File: src/rtl/regfile_wb_pkg.sv
// Shared types and constants for the register-file write-back arbiter.
package regfile_wb_pkg;

    localparam int WB_DIR_WIDTH  = 5;
    localparam int WB_DATA_WIDTH = 32;

    typedef struct packed {
        logic [WB_DIR_WIDTH-1:0]  dir;
        logic [WB_DATA_WIDTH-1:0] data;
    } wb_entry_t;

    typedef enum logic {SRC_ALU = 1'b0, SRC_MEM = 1'b1} wb_src_e;

    localparam logic [WB_DIR_WIDTH-1:0] REG_ZERO = '0;

    // Writes to the hardwired zero register are swallowed before buffering.
    function automatic logic is_reg_zero(input logic [WB_DIR_WIDTH-1:0] dir);
        return (dir == REG_ZERO);
    endfunction

endpackage

File: src/rtl/regfile_writeback_arbiter_fifo.sv
// Synchronous FIFO holding pending register writes for one producer.
import regfile_wb_pkg::*;

module wb_fifo #(
    parameter int  DEPTH   = 4,
    parameter type entry_t = wb_entry_t
) (
    input  logic   clk,
    input  logic   rst,
    input  logic   flush,
    input  logic   push,
    input  entry_t push_data,
    input  logic   pop,
    output logic   full,
    output logic   empty,
    output entry_t head
);

    localparam int PW = $clog2(DEPTH);
    localparam int CW = $clog2(DEPTH + 1);

    entry_t         mem_r [DEPTH];
    logic [PW-1:0]  wr_ptr_r;
    logic [PW-1:0]  rd_ptr_r;
    logic [CW-1:0]  count_r;
    logic           do_push_s;
    logic           do_pop_s;

    assign full      = (count_r == CW'(DEPTH));
    assign empty     = (count_r == CW'(0));
    assign head      = mem_r[rd_ptr_r];
    assign do_push_s = push && !full;
    assign do_pop_s  = pop && !empty;

    // Pointer and occupancy tracking; DEPTH is a power of two so pointers wrap naturally.
    always_ff @(posedge clk) begin
        if (rst || flush) begin
            wr_ptr_r <= PW'(0);
            rd_ptr_r <= PW'(0);
            count_r  <= CW'(0);
        end else begin
            if (do_push_s) begin
                wr_ptr_r <= wr_ptr_r + PW'(1);
            end
            if (do_pop_s) begin
                rd_ptr_r <= rd_ptr_r + PW'(1);
            end
            case ({do_push_s, do_pop_s})
                2'b10:   count_r <= count_r + CW'(1);
                2'b01:   count_r <= count_r - CW'(1);
                default: count_r <= count_r;
            endcase
        end
    end

    // Entry storage; contents beyond the count are don't-care, so no reset is needed.
    always_ff @(posedge clk) begin
        if (do_push_s) begin
            mem_r[wr_ptr_r] <= push_data;
        end
    end

endmodule

File: src/rtl/regfile_writeback_arbiter.sv
// Buffers ALU and MEM write-backs and drives the register file's single write port round-robin.
import regfile_wb_pkg::*;

module regfile_writeback_arbiter #(
    parameter int DIR_WIDTH  = WB_DIR_WIDTH,
    parameter int DATA_WIDTH = WB_DATA_WIDTH,
    parameter int FIFO_DEPTH = 4
) (
    input  logic                  clk,
    input  logic                  rst,
    input  logic                  flush,
    input  logic                  alu_valid,
    output logic                  alu_ready,
    input  logic [DIR_WIDTH-1:0]  alu_dir,
    input  logic [DATA_WIDTH-1:0] alu_data,
    input  logic                  mem_valid,
    output logic                  mem_ready,
    input  logic [DIR_WIDTH-1:0]  mem_dir,
    input  logic [DATA_WIDTH-1:0] mem_data,
    output logic                  write_en,
    output logic [DIR_WIDTH-1:0]  write_dir,
    output logic [DATA_WIDTH-1:0] write_data,
    output logic                  idle
);

    wb_entry_t             alu_entry_s, mem_entry_s, alu_head_s, mem_head_s;
    logic                  alu_full_s, alu_empty_s, mem_full_s, mem_empty_s;
    logic                  alu_push_s, mem_push_s, alu_pop_s, mem_pop_s;
    wb_src_e               rr_ptr_r;
    logic                  write_en_r;
    logic [DIR_WIDTH-1:0]  write_dir_r;
    logic [DATA_WIDTH-1:0] write_data_r;

    assign alu_entry_s = '{dir: alu_dir, data: alu_data};
    assign mem_entry_s = '{dir: mem_dir, data: mem_data};

    // Ready looks only at registered fullness, never at a same-cycle pop.
    assign alu_ready  = !alu_full_s;
    assign mem_ready  = !mem_full_s;
    assign alu_push_s = alu_valid && !alu_full_s && !flush && !is_reg_zero(alu_dir);
    assign mem_push_s = mem_valid && !mem_full_s && !flush && !is_reg_zero(mem_dir);

    wb_fifo #(.DEPTH(FIFO_DEPTH), .entry_t(wb_entry_t)) u_alu_fifo (
        .clk(clk), .rst(rst), .flush(flush),
        .push(alu_push_s), .push_data(alu_entry_s), .pop(alu_pop_s),
        .full(alu_full_s), .empty(alu_empty_s), .head(alu_head_s)
    );

    wb_fifo #(.DEPTH(FIFO_DEPTH), .entry_t(wb_entry_t)) u_mem_fifo (
        .clk(clk), .rst(rst), .flush(flush),
        .push(mem_push_s), .push_data(mem_entry_s), .pop(mem_pop_s),
        .full(mem_full_s), .empty(mem_empty_s), .head(mem_head_s)
    );

    // Round-robin grant: a lone non-empty source always wins, ties go to rr_ptr.
    always_comb begin
        alu_pop_s = 1'b0;
        mem_pop_s = 1'b0;
        if (!alu_empty_s && (mem_empty_s || rr_ptr_r == SRC_ALU)) begin
            alu_pop_s = 1'b1;
        end else if (!mem_empty_s) begin
            mem_pop_s = 1'b1;
        end else begin
            alu_pop_s = 1'b0;
            mem_pop_s = 1'b0;
        end
    end

    // Output register and arbitration pointer; rst outranks flush.
    always_ff @(posedge clk) begin
        if (rst) begin
            write_en_r   <= 1'b0;
            write_dir_r  <= '0;
            write_data_r <= '0;
            rr_ptr_r     <= SRC_ALU;
        end else if (flush) begin
            write_en_r <= 1'b0;
            rr_ptr_r   <= SRC_ALU;
        end else if (alu_pop_s) begin
            write_en_r   <= 1'b1;
            write_dir_r  <= alu_head_s.dir;
            write_data_r <= alu_head_s.data;
            rr_ptr_r     <= SRC_MEM;
        end else if (mem_pop_s) begin
            write_en_r   <= 1'b1;
            write_dir_r  <= mem_head_s.dir;
            write_data_r <= mem_head_s.data;
            rr_ptr_r     <= SRC_ALU;
        end else begin
            write_en_r <= 1'b0;
        end
    end

    assign write_en   = write_en_r;
    assign write_dir  = write_dir_r;
    assign write_data = write_data_r;
    assign idle       = alu_empty_s && mem_empty_s && !write_en_r;

endmodule

File: config.mk
export PLATFORM = sky130hd
export DESIGN_NAME = regfile_writeback_arbiter
export DESIGN_NICKNAME = d
export VERILOG_FILES = /design/src/rtl/regfile_wb_pkg.sv /design/src/rtl/regfile_writeback_arbiter_fifo.sv /design/src/rtl/regfile_writeback_arbiter.sv
export SDC_FILE = /design/constraint.sdc
export NUM_CORES = 1
export LEC_CHECK = 0
export ABC_AREA = 1
export CORE_MARGIN = 2
export CORE_UTILIZATION = 58
export CTS_BUF_LIST = sky130_fd_sc_hd__clkbuf_16
export DETAILED_ROUTE_END_ITERATION = 16
export GPL_TIMING_DRIVEN = 0
export PLACE_DENSITY = 0.8
export SYNTH_ARGS = -nofsm -noshare
export SYNTH_HDL_FRONTEND = slang
export SYNTH_SLANG_ARGS = --single-unit
File: constraint.sdc
create_clock -name clk -period 4 [get_ports clk]
set_clock_uncertainty 0.1 [all_clocks]
set_input_delay 0.8 -clock clk [delete_from_list [all_inputs] [get_ports clk]]
set_output_delay 0.8 -clock clk [all_outputs]
set_load 0.05 [all_outputs]
**Word level (Yosys, flattened, before mapping)**

Memory sizes are Yosys's and may differ from the RTL's. A register that Yosys moved wholly into a read port is not among the register bits.
Index checks and enable logic that the tools add are counted.

- Flip-flop bits (word level): 53
- Bits in writable memories: 296
- Bits of input ports: 79
- Word-level logic and storage cells: 81
- Memories: 2

Memories:

| name | words | bits a word | read ports | clocked after Yosys merged registers in | wr ports | line | RTL |
|---|---|---|---|---|---|---|---|
| u_alu_fifo.mem_r | 4 | 37 | 1 | 1 | 1 | regfile_writeback_arbiter_fifo.sv:22 | `entry_t mem_r [DEPTH];` |
| u_mem_fifo.mem_r | 4 | 37 | 1 | 1 | 1 | regfile_writeback_arbiter_fifo.sv:22 |  |

- Add/sub/neg operators: 8
- Eq/ne operators: 6
- Muxes and demuxes: 21
- Bitwise gates (word level): 2
- Reductions and logical operators: 32

Operator list:

| operator | number |
|---|---|
| two-way mux 32 bit | 2 |
| logical AND 1 bit | 13 |
| case mux 3 bit (2 select lines) | 2 |
| two-way mux 1 bit | 11 |
| logical NOT 5 bit | 2 |
| two-way mux 5 bit | 2 |
| adder 2 x 1 -> 2 bit (second input constant) | 4 |
| logical NOT 1 bit | 8 |
| two-way mux 2 bit | 4 |
| adder 3 x 1 -> 3 bit (second input constant) | 2 |
| == test 3 bit (second input constant) | 2 |
| logical NOT 3 bit | 2 |
| nonzero test 2 bit | 3 |
| subtractor 3 x 1 -> 3 bit (second input constant) | 2 |
| == test 2 x 1 -> 1 bit (second input constant) | 2 |
| == test 2 bit (second input constant) | 2 |
| logical OR 1 bit | 2 |
| inverter 1 bit | 2 |
| AND reduction 2 bit | 1 |
| OR reduction 2 bit | 1 |

**Depth between registers and ports, before layout**

- Word-level depth: 8
- Mapped depth: 12
- Gate-level depth less buffers: 12

**Hierarchy**

A second synthesis with hierarchy kept.

- Cells, all modules: 1189
- Area total of the unflattened synthesis: 14093.5 µm²

Modules (own cells, without submodules):

| module | times used | cells an instance | area each (µm²) |
|---|---|---|---|
| wb_fifo | 2 | 430 | 5978.2 |
| regfile_writeback_arbiter | 1 | 329 | 2137.0 |

**Least setup slack after synthesis**

No wires, ideal clock.

- Path type: reg2reg
- From: register u_alu_fifo.count_r[1]
- To: memory u_alu_fifo.mem_r[0][0] (netlist name), enable pin
- Library setup time: 0.431 ns
- Data arrival time: 2.785 ns
- Data required time: 3.469 ns
- Setup slack: 0.684 ns
- Stages on the path, launching flop included: 7
- Period minus slack after synthesis: 3.316 ns
- Cell sequence: dfxtp_1 inv_2 nand3_1 nand2_1 nor2_1 nand2_1 nor2_1

- Word-level cells in the longest chain between the ends: 8

Ends and longest elaborated chain:

| what | line | RTL |
|---|---|---|
| start: declaration | regfile_writeback_arbiter_fifo.sv:25 | `logic [CW-1:0] count_r;` |
| start signal: assignment | regfile_writeback_arbiter_fifo.sv:49 | `2'b10: count_r <= count_r + CW'(1);` |
| start signal: assignment | regfile_writeback_arbiter_fifo.sv:50 | `2'b01: count_r <= count_r - CW'(1);` |
| start signal: assignment | regfile_writeback_arbiter_fifo.sv:51 | `default: count_r <= count_r;` |
| == test 3 bit (*) | regfile_writeback_arbiter_fifo.sv:29 | `assign full = (count_r == CW'(DEPTH));` |
| logical NOT 1 bit (*) | - |  |
| net alu_ready | regfile_writeback_arbiter.sv:13 | `output logic alu_ready,` |
| logical AND 1 bit (3 in series) | regfile_writeback_arbiter.sv:40 | `assign alu_push_s = alu_valid && !alu_full_s && !flush && !is_reg_zero(alu_dir);` |
| logical AND 1 bit (*) | regfile_writeback_arbiter_fifo.sv:32 | `assign do_push_s = push && !full;` |
| two-way mux 1 bit (*) | regfile_writeback_arbiter_fifo.sv:58 | `if (do_push_s) begin` |
| two-way mux 1 bit (not written as such) (*) | regfile_writeback_arbiter_fifo.sv:59 | `mem_r[wr_ptr_r] <= push_data;` |
| end: declaration | regfile_writeback_arbiter_fifo.sv:22 |  |

Mark *: on every way through the listed nets, which the timed path passes. The rest lies on a longest branch.

**Worst setup path after layout**

- From: register u_alu_fifo.count_r[1]
- To: output idle

- Word-level cells in the longest chain between the ends: 3

Ends and longest elaborated chain:

| what | line | RTL |
|---|---|---|
| logical NOT 3 bit | regfile_writeback_arbiter_fifo.sv:30 | `assign empty = (count_r == CW'(0));` |
| logical AND 1 bit (2 in series) | regfile_writeback_arbiter.sv:97 | `assign idle = alu_empty_s && mem_empty_s && !write_en_r;` |
| end: declaration | regfile_writeback_arbiter.sv:23 | `output logic idle` |

Every way passes these cells.

==> results by group <==
Power and ir drop
  • Sequential power share: 49.8%
  • Leakage: 7.55 nW
  • Clock share of power: between 30 and 40%
  • Switching power total: roughly 0.0021 W
  • Max VDD drop: between 0.3 and 0.4 mV
  • Switching part of the total: about 25%
  • PD cells: around 470 mW/mm2
  • Comb pwr share: 13.2%
  • Internal Pwr Total: 0.00628 W

CTS
  • CTS Root Cell: clkbuf_16
  • CTS Buf Count: 36
  • Clk buf depth: 3
  • Clock latency on the worst-skew pair: roughly 0.52 ns
  • CTS HTree Levels: 2
  • CTS resizes: 0
  • CTS Sinks: approximately 350
  • Post-CTS Setup Bufs: 0
  • CTS tree: built
  • Worst-path clk slew: approximately 0.060 ns
  • # hold bufs at CTS: 0

Detailed routing
  • Number of remaining DRC errors: 0
  • Total wire length: approximately 34,000 um
  • Vias per cell: 5.29
  • 1st-iter DRT viols: around 1.1k
  • Vias: approximately 11k
  • Drt wl/cell: 17.1 um
  • 1st-pass router iterations: 5
  • DRT antenna net count: 0

Global routing
  • GRT overflow: 0
  • Gr usage total: ~26%
  • Pin count of the biggest net entering global routing: 31
  • Initial antenna violation count: 0
  • First-pass GRT wire length: approximately 53,000 um
  • Vias in the first global route: roughly 10k

Placement
  • Placed Area: approximately 0.017 mm2
  • Global placement routability congestion: ~0.84
  • Place WS: 0.509 ns
  • Buffers on Ports: ~120
  • HPWL Detailed: around 23,000 um

STA
  • Setup slack after layout: approximately 0.86 ns
  • Slew Viols, Final: 0
  • Fin crit period: roughly 3.1 ns
  • RSZ-0062 raised after global routing: no
  • Slew HR: roughly three fifths
  • WHS: 0.400 ns
  • FMAX: 318 MHz
  • Final setup viols: 0
  • Worst Tran Pin Value: roughly 0.63 ns
  • Final period utilization: 78.6%
  • Final Hold Viols: 0
  • Fin Setup TNS: 0 ns

Synthesis
  • Syn Inst Count: roughly 1.5k
  • Warnings from Yosys: 0
  • Mux contribution to synthesized area: 0%
  • Compound-Gate Fraction of Synth Area: under 10%
  • Mapped cell area: ~0.015 mm2
  • Synth Area in XOR/XNOR: 0.118%
  • Area contributors post-synth: edfxtp_1 (60%), nand2_1 (12%), dfxtp_1 (7.7%), inv_1 (5.5%), nand3_1 (5.4%)
  • Number of synthesized flops with an enable pin: around 300
  • Dominant synthesized flop cell: edfxtp_1
  • Post-synthesis cell type count: 28
  • Post-synth top area share: between 50% and 60%
  • Avg Inst Size Synth: approximately 10 um2
  • Largest family of logic cells by synthesized area: simple AND/OR/NAND/NOR gates
  • Post-synthesis register bit count: between 300 and 400
  • Simple-gate share of the synthesized area: between 20% and 30%
  • Asr flop ratio synth: 0%
  • Area share of fa/ha/maj cells after synthesis: approximately 1.1%
  • Cell taking the most area after synthesis: edfxtp_1
  • Syn Nets: around 1.6k
  • Register area share after synthesis: around two thirds

Cells and area
  • N_diodes: 0
  • Fillers: approximately 1.7k
  • Share of layout cells above drive strength 1: 8.29%
  • Post-route cell area: 0.0178 mm2
  • Post-route core utilization: between 70% and 80%
  • Fin nets: between 1.5k and 2k
  • Leading cell type in the layout, fill and taps excluded: nand2_1
  • Most frequent cells in the layout: nand2_1 (479), edfxtp_1 (296), inv_1 (223), nand3_1 (161), clkdlybuf4s50_1 (119)
  • Area grow syn2layout: 19.6%

Setup path
  • Critical path required time: approximately 3.1 ns
  • Max Fanout on Critical Path: 4
  • CP startpoint kind: flop
  • Setup crit end kind: primary output
  • Arrival @ worst endpoint: 2.24 ns
  • WS Path Type: reg2out

Run
  • Max_cap viols: 0

Floorplan
  • Die Ht: 164 um
  • Starting density of the core: between 50% and 60%
  • DIE AREA: roughly 0.027 mm2
  • Area of the core: ~0.025 mm2
  • Std-Cell Rows: slightly below 60
  • Die W: 164 um
  • I/O pin count: 120

Status
  • Status: completed

Hold path
  • Hold Path Class: reg2reg
==> final timing paths <==
check	from	slack (ns)	end	cells past startpoint
worst max-delay path	u_alu_fifo.count_r[1]	0.86	idle	6
worst min-delay path	u_mem_fifo.count_r[0]	0.40	u_mem_fifo.count_r[0]	1
worst max register to register	u_mem_fifo.count_r[0]	1.51	u_mem_fifo.count_r[2]	12
worst min register to register	u_mem_fifo.count_r[0]	0.40	u_mem_fifo.count_r[0]	1
==> through the flow <==
step / cells / power, W
detailed placement: 1943 / 0.00537
CTS: 2007 / 0.00844
global placement: 1935 / 0.00533
global route: 2007 / 0.00870
finish: 2007 / 0.00842
floorplan: 1486 / 0.00493
==> power groups by stage <==
stage / logic, W / clock network, W / registers [W]
after global placement: 0.00106 / 0 / 0.00427
final: 0.00111 / 0.00311 / 0.00420
after floorplan: 0.000468 / 0 / 0.00446
after global routing: 0.00120 / 0.00330 / 0.00420
after CTS: 0.00111 / 0.00314 / 0.00419
after detailed placement: 0.00110 / 0 / 0.00427
==> cells in the mapped netlist (8+ instances only) <==
| library cell | n |
|---|---|
| nand2_1 | 479 |
| edfxtp_1 | 296 |
| inv_1 | 217 |
| nand3_1 | 161 |
| nor2_1 | 105 |
| dfxtp_1 | 57 |
| buf_2 | 45 |
| a21oi_1 | 37 |
| o21ai_0 | 17 |
| ha_1 | 10 |
| inv_2 | 10 |
| clkbuf_1 | 8 |
| nor2_2 | 8 |
==> final cells by class <==
class / instances / area [um2] / area share [%]
tap: 330 / 413 / 2.32
sequential: 353 / 10000 / 56.3
clock inverter: 27 / 161 / 0.907
buffer: 65 / 338 / 1.90
inverter: 228 / 856 / 4.81
clock buffer: 37 / 926 / 5.20
multi-input combinational: 840 / 3730 / 20.9
timing repair buffer: 127 / 1350 / 7.59
==> state kept, by name, summed over array words and instances, names as in the netlist, named ones only <==
register / count
u_alu_fifo.count_r: 3
u_mem_fifo.wr_ptr_r: 2
u_alu_fifo.wr_ptr_r: 2
write_data: 32
u_alu_fifo.rd_ptr_r: 2
u_mem_fifo.rd_ptr_r: 2
u_mem_fifo.mem_r: 148
rr_ptr_r: 1
write_en: 1
write_dir: 5
u_mem_fifo.count_r: 3
u_alu_fifo.mem_r: 148
==> metal layers <==
| metal | vias to the layer above | wire (um) | global-route usage [%] |
|---|---|---|---|
| li1 | 5087 | - | - |
| met2 | 444 | 16800 | 43.6 |
| met4 | 0 | 1150 | 10.1 |
| met1 | 5022 | 13800 | 33.8 |
| met5 | - | 0 | 0 |
| met3 | 73 | 2630 | 4.27 |
==> cells by family (layout without fill, tap and decap cells) <==
family / Yosys count / in the layout
AOI/OAI and AO/OA: 61 / 61
adders and majority gates: 12 / 12
and+or+nand+nor: 765 / 765
buffers and inverters: 293 / 484
xor gates and xnor gates: 2 / 2
DFF: 353 / 353
==> critical path, stage by stage, from the launching register on <==
cell and delay (ns):
dfxtp_1 0.33, inv_2 0.12, nand2_1 0.06, nor2_1 0.19, nand2_1 0.11, nor2_1 0.11, clkdlybuf4s50_1 0.81
No activity file was read; power rests on OpenSTA's default activity.
